===== config.mk =====
export PLATFORM = sky130hd
export DESIGN_NAME = motor_output
export DESIGN_NICKNAME = d
export VERILOG_FILES = /design/src/rtl/motor_output.sv
export SDC_FILE = /design/constraint.sdc
export NUM_CORES = 1
export LEC_CHECK = 0
export CORE_MARGIN = 2
export CORE_UTILIZATION = 30
export DETAILED_ROUTE_END_ITERATION = 6
export PLACE_DENSITY = 0.57
export SETUP_SLACK_MARGIN = 0.15
export SKIP_CTS_REPAIR_TIMING = 1
export SYNTH_ARGS = -nofsm -noshare
export SYNTH_HDL_FRONTEND = slang
export SYNTH_SLANG_ARGS = --single-unit

===== constraint.sdc =====
create_clock -name CLK -period 4.35 [get_ports CLK]
set_input_delay 1.305 -clock CLK [delete_from_list [all_inputs] [get_ports CLK]]
set_output_delay 1.305 -clock CLK [all_outputs]
set_load 0.02 [all_outputs]

===== src/rtl/motor_output.sv =====
// rtl/motor_output.sv - frame-synchronous multi-channel PWM / OneShot125 ESC output generator
// Commands are captured into shadow registers and promoted to per-channel pulse lengths at each frame boundary.
module motor_output #(
    parameter int BASE_FREQ      = 16_000_000,
    parameter int NUM_MOTORS     = 4,
    parameter int VALUE_BITS     = 11,
    parameter int MAX_VALUE      = 1000,
    parameter int TIMEOUT_FRAMES = 4
) (
    input  logic                             CLK,
    input  logic                             RESET,
    input  logic [1:0]                       MODE,
    input  logic                             ARMED,
    input  logic [NUM_MOTORS*VALUE_BITS-1:0] VALUES,
    input  logic                             VALUES_VALID,
    output logic [NUM_MOTORS-1:0]            MOTOR_OUT,
    output logic                             FRAME_START,
    output logic                             FAILSAFE
);

    localparam int CYC_PER_US = BASE_FREQ / 1_000_000;
    localparam int CW         = $clog2(2500 * CYC_PER_US + 1);

    localparam logic [CW-1:0]         PWM_LAST = CW'(2500 * CYC_PER_US - 1);
    localparam logic [CW-1:0]         OS_LAST  = CW'(500 * CYC_PER_US - 1);
    localparam logic [1:0]            MODE_PWM = 2'd0;
    localparam logic [1:0]            MODE_OS  = 2'd1;
    localparam logic [1:0]            MODE_OFF = 2'd2;
    localparam logic [VALUE_BITS-1:0] MAX_V    = VALUE_BITS'(MAX_VALUE);
    localparam logic [7:0]            TIMEOUT  = 8'(TIMEOUT_FRAMES);

    logic [CW-1:0]         cnt_q, cnt_d;
    logic [1:0]            mode_q, mode_d;
    logic [7:0]            stale_q, stale_d;
    logic                  failsafe_q, failsafe_d;
    logic                  frame_start_q, frame_start_d;
    logic [NUM_MOTORS-1:0] motor_q, motor_d;
    logic [VALUE_BITS-1:0] shadow_q [NUM_MOTORS];
    logic [VALUE_BITS-1:0] shadow_d [NUM_MOTORS];
    logic [CW-1:0]         pulse_q  [NUM_MOTORS];
    logic [CW-1:0]         pulse_d  [NUM_MOTORS];
    logic [VALUE_BITS-1:0] vin_c    [NUM_MOTORS];
    logic                  boundary;

    function automatic logic [VALUE_BITS-1:0] clamp(input logic [VALUE_BITS-1:0] v);
        return (v > MAX_V) ? MAX_V : v;
    endfunction

    // Worst case (1000+MAX_VALUE)*CYC_PER_US stays below 2500*CYC_PER_US, so CW bits never overflow;
    // the /8 is exact because CYC_PER_US is a multiple of 8.
    function automatic logic [CW-1:0] pulse_len(input logic [1:0] m, input logic [VALUE_BITS-1:0] v);
        logic [CW-1:0] base;
        base = (CW'(v) + CW'(1000)) * CW'(CYC_PER_US);
        return (m == MODE_OS) ? (base >> 3) : base;
    endfunction

    function automatic logic [CW-1:0] frame_last(input logic [1:0] m);
        return (m == MODE_PWM) ? PWM_LAST : OS_LAST;
    endfunction

    assign boundary = (cnt_q == '0);

    always_comb begin
        for (int i = 0; i < NUM_MOTORS; i++) begin
            vin_c[i] = clamp(VALUES[i*VALUE_BITS +: VALUE_BITS]);
        end
    end

    always_comb begin
        cnt_d         = (cnt_q == frame_last(mode_q)) ? '0 : cnt_q + CW'(1);
        mode_d        = mode_q;
        stale_d       = stale_q;
        failsafe_d    = failsafe_q;
        frame_start_d = boundary;
        shadow_d      = shadow_q;
        pulse_d       = pulse_q;

        if (boundary) begin
            mode_d  = MODE;
            stale_d = (stale_q == TIMEOUT) ? stale_q : stale_q + 8'd1;
            // A strobe landing on the boundary feeds the new frame directly and overrides a stale failsafe.
            for (int i = 0; i < NUM_MOTORS; i++) begin
                pulse_d[i] = pulse_len(MODE,
                    (ARMED && (VALUES_VALID || !failsafe_q)) ?
                        (VALUES_VALID ? vin_c[i] : shadow_q[i]) : '0);
            end
            if (stale_d == TIMEOUT) begin
                failsafe_d = 1'b1;
                for (int i = 0; i < NUM_MOTORS; i++) begin
                    shadow_d[i] = '0;
                end
            end
        end

        if (VALUES_VALID) begin
            stale_d    = '0;
            failsafe_d = 1'b0;
            for (int i = 0; i < NUM_MOTORS; i++) begin
                shadow_d[i] = vin_c[i];
            end
        end
    end

    // Compare against the pulse length in force for this cycle so the rise lands one cycle after cnt==0.
    always_comb begin
        motor_d = '0;
        for (int i = 0; i < NUM_MOTORS; i++) begin
            motor_d[i] = !mode_d[1] && (cnt_q < pulse_d[i]);
        end
    end

    always_ff @(posedge CLK) begin
        if (RESET) begin
            cnt_q         <= '0;
            mode_q        <= MODE_OFF;
            stale_q       <= '0;
            failsafe_q    <= 1'b1;
            frame_start_q <= 1'b0;
            motor_q       <= '0;
            for (int i = 0; i < NUM_MOTORS; i++) begin
                shadow_q[i] <= '0;
                pulse_q[i]  <= '0;
            end
        end else begin
            cnt_q         <= cnt_d;
            mode_q        <= mode_d;
            stale_q       <= stale_d;
            failsafe_q    <= failsafe_d;
            frame_start_q <= frame_start_d;
            motor_q       <= motor_d;
            for (int i = 0; i < NUM_MOTORS; i++) begin
                shadow_q[i] <= shadow_d[i];
                pulse_q[i]  <= pulse_d[i];
            end
        end
    end

    assign MOTOR_OUT   = motor_q;
    assign FRAME_START = frame_start_q;
    assign FAILSAFE    = failsafe_q;

endmodule


==> out/qor.log <==
INFO  status         outcome=completed
INFO  critical_path  endpoint_kind=flop
INFO  die            initial_core_util=0.304
INFO  layout         multi_input_area=5500um2
INFO  routing        detail_route.drc_violations=0
INFO  timing         final_min_period_over_clock_period=0.949
INFO  critical_path  crit_required=4690ps
INFO  clocking       clock_path_buffers=2
INFO  global_routing number_of_antenna_violations_at_the_first_check_in_global_routing=0
INFO  critical_path  crit_type=in -> reg
INFO  die            boundaryPins=56
INFO  timing         final.min_clock_period=4130ps
INFO  timing         transition_time_of_the_tightest_slew_check_pin=937ps
INFO  job            number_of_maximum_capacitance_violations=0
INFO  clocking       clk_transition_reported_paths=60ps
INFO  synth          synth-async-reset-ratio=0
INFO  timing         totalNegativeSetupSlack=0ps
INFO  synth          synth_cell_types=76
INFO  timing         final-hold-violation-count=0
INFO  timing         final-max-slew-violation-count=0
INFO  global_routing grt_first_pass_wirelength=43.1mm
INFO  routing        initialDrtViolationCount=729
INFO  die            die_area=29500um2
INFO  layout         area_growth_syn_to_layout=33.6%
INFO  place          gp_routability_congestion=0.850
INFO  routing        antenna_violating_nets_post_route=0
INFO  clocking       cts.root.buffer_cell=clkbuf_16
INFO  synth          synth-seq-cells=140
INFO  die            die_width=172um
INFO  critical_path  worst_path_largest_cell_delay=540ps
INFO  pwr            cellLeakagePower=4.73nW
INFO  timing         unrepaired_setup_endpoints_after_global_routing=true
INFO  layout         final_nets=1361
INFO  routing        drt-pass1-iter-count=5
INFO  clocking       cts_inserted_buffers=17
INFO  synth          synth_sequential_area_ratio=0.332
INFO  die            coreArea=27800um2
INFO  die            floorplan.die.height=172um
INFO  critical_path  worstPathArrival=4470ps
INFO  clocking       tritoncts=yes
INFO  place          placement.io_buffers=55
INFO  timing         max-slew-margin-rel=0.375
INFO  routing        finalWirelength=28.1mm
INFO  routing        detailed_route_wire_length_per_cell=17.2um
INFO  synth          syn-cell-area=8450um2
INFO  timing         finalSetupViolations=0
INFO  synth          yosys_warnings=0
INFO  layout         layout-drive-gt1-share=0.212
INFO  routing        detailroute.via_count=8468
INFO  layout         fillers=2862
INFO  critical_path  critPathMostFrequentCell=a21oi_1
INFO  global_routing grt_max_degree=84
INFO  clocking       htree_num_levels=4
INFO  pwr            p_per_area=339nW/um2
INFO  global_routing track_usage=0.188
INFO  critical_path  crit_fanout=2
INFO  synth          synth_area_per_cell=7.96um2
INFO  place          dp.final_hpwl=20.5mm
INFO  clocking       clk_latency=430ps
INFO  timing         finClkSkew=9.39ps
INFO  synth          ys_dominant_reg_cell=dfxtp_1
INFO  critical_path  crit_chain=clkdlybuf4s50_1 -> nor3b_2 -> o22a_1 -> nor2_2 -> ha_2 -> or4_4 -> mux2i_4 -> a21oi_1 -> mux2i_1 -> a21o_1 -> ha_1 -> a21oi_2 -> nor2b_1 -> o21ai_1 -> a21oi_1 -> nor3_1
INFO  global_routing grt_overflow_total=0
INFO  clocking       clock_sinks=140
INFO  synth          synth_enable_flop_cells=0
INFO  synth          syn-num-nets=1180
INFO  global_routing vias_in_the_first_global_route=7980
INFO  critical_path  worstSetupStartpointType=primary input
INFO  layout         fin_util=0.407
INFO  synth          synthCells=1062
INFO  routing        vias_per_cell=5.19
INFO  timing         fmax=0.242GHz
INFO  pwr            ir_drop=0.000309V
INFO  layout         layout.area.seq=2800um2
INFO  layout         antennaDiodeCount=0
INFO  die            row_count=61
INFO  critical_path  slowest_stage=or4_4
INFO  worst_hold_path hold_path.class=reg -> reg
## through the flow
stage	area [um2]	std cells	hold WS (ps)	setup slack [ps]	power [mW]
after floorplan	8470	1062	421	193	1.92
after global routing	11300	1633	476	61.0	3.99
after global placement	10400	1595	436	-384	2.31
after detailed placement	10400	1595	436	-445	2.32
after CTS	11000	1626	457	-5.98	3.81
final	11300	1633	454	224	3.83
## cell usage in the layout (no fill, tap or decap), types with 5 or more instances in the layout
cell type        synthesis  layout
a211o_1                  8       8
nand4_1                 17      17
a22oi_1                 19      19
dfxtp_1                140     140
a21oi_2                  1       9
inv_1                   29      28
nand3_1                 35      34
o211ai_1                 7       7
buf_4                    3     163
a32oi_1                  6       6
o21ai_1                  5      12
dlymetal6s2s_1           0      14
a21o_1                   8       8
nand2_1                 76      75
o31ai_1                 10      10
a31oi_1                  6       5
nand2b_1                23      20
nor2_1                 125     122
nor3_1                  28      27
ha_1                    68      64
or2_2                   10      10
nor2b_1                 20      19
o21ai_0                 71      62
xnor2_1                 15      14
clkbuf_16                0      17
and2_1                  11      10
xor2_1                  22      21
and3_1                  20      20
a211oi_1                14      12
clkdlybuf4s50_1          0      39
a21oi_1                118     110
nor3b_1                 10       8
## state kept, by name (all words and copies together), names as in the netlist
register     flops
FRAME_START      1
shadow_q        44
pulse_q         64
mode_q           2
stale_q          8
MOTOR_OUT        4
FAILSAFE         1
cnt_q           16
## cell usage after synthesis (7+ instances only)
master,instances,area (um2)
a211o_1,8,70.1
a211oi_1,14,105
a21o_1,8,60.1
a21oi_1,118,591
a22oi_1,19,143
and2_1,11,68.8
and3_1,20,125
buf_2,11,55.1
clkbuf_1,38,143
dfxtp_1,140,2800
ha_1,68,851
inv_1,29,109
nand2_1,76,285
nand2b_1,23,144
nand3_1,35,175
nand4_1,17,106
nor2_1,125,469
nor2b_1,20,125
nor3_1,28,140
nor3b_1,10,75.1
o211ai_1,7,52.6
o21ai_0,71,355
o31ai_1,10,75.1
or2_2,10,62.6
xnor2_1,15,131
xor2_1,22,193
## final cells by class
cell class	count	share of cell area
multi-input combinational	836	0.487
clock buffer	19	0.0401
tap	378	0.0419
clock inverter	12	0.0122
sequential	140	0.248
inverter	30	0.00997
timing repair buffer	218	0.161
## routing by layer
layer	global-route usage	up-vias	routed length, um
met2	0.305	174	12700
met3	0.0240	29	1010
met4	0.0515	0	352
li1	-	4220	-
met1	0.263	4045	14000
met5	0	-	0
## path summary, 6_finish.rpt
path                          startpoint                      end  slack (ps)  depth (start not counted)
hold reg to reg   pulse_q[40]$_SDFF_PP0_   pulse_q[40]$_SDFF_PP0_         450                          2
hold / removal    pulse_q[40]$_SDFF_PP0_   pulse_q[40]$_SDFF_PP0_         450                          2
setup / recovery              VALUES[25]  MOTOR_OUT[2]$_SDFF_PP0_         220                         16
setup reg to reg    cnt_q[12]$_SDFF_PP0_  MOTOR_OUT[1]$_SDFF_PP0_         610                         13
## critical path: cells and delay by family
family,cells,cell delay (ps)
AOI/OAI and AO/OA,6,810
muxes,2,390
adders and majority gates,2,410
buffers and inverters,1,450
and+or+nand+nor,5,1090
## cells by family after synthesis
group / count (synthesis) / share of synthesized area
AOI/OAI and AO/OA: 324 / 0.246
xor gates and xnor gates: 37 / 0.0383
muxes: 6 / 0.00725
and+or+nand+nor: 401 / 0.234
buffers and inverters: 86 / 0.0420
DFF: 140 / 0.332
adders and majority gates: 68 / 0.101
## power breakdown
| part | total, mW | internal [mW] | switching (mW) |
|---|---|---|---|
| registers | 1.40 | 1.36 | 0.0405 |
| clock network | 1.49 | 0.878 | 0.612 |
| logic | 0.937 | 0.421 | 0.516 |
No activity file was read; power rests on OpenSTA's default activity.
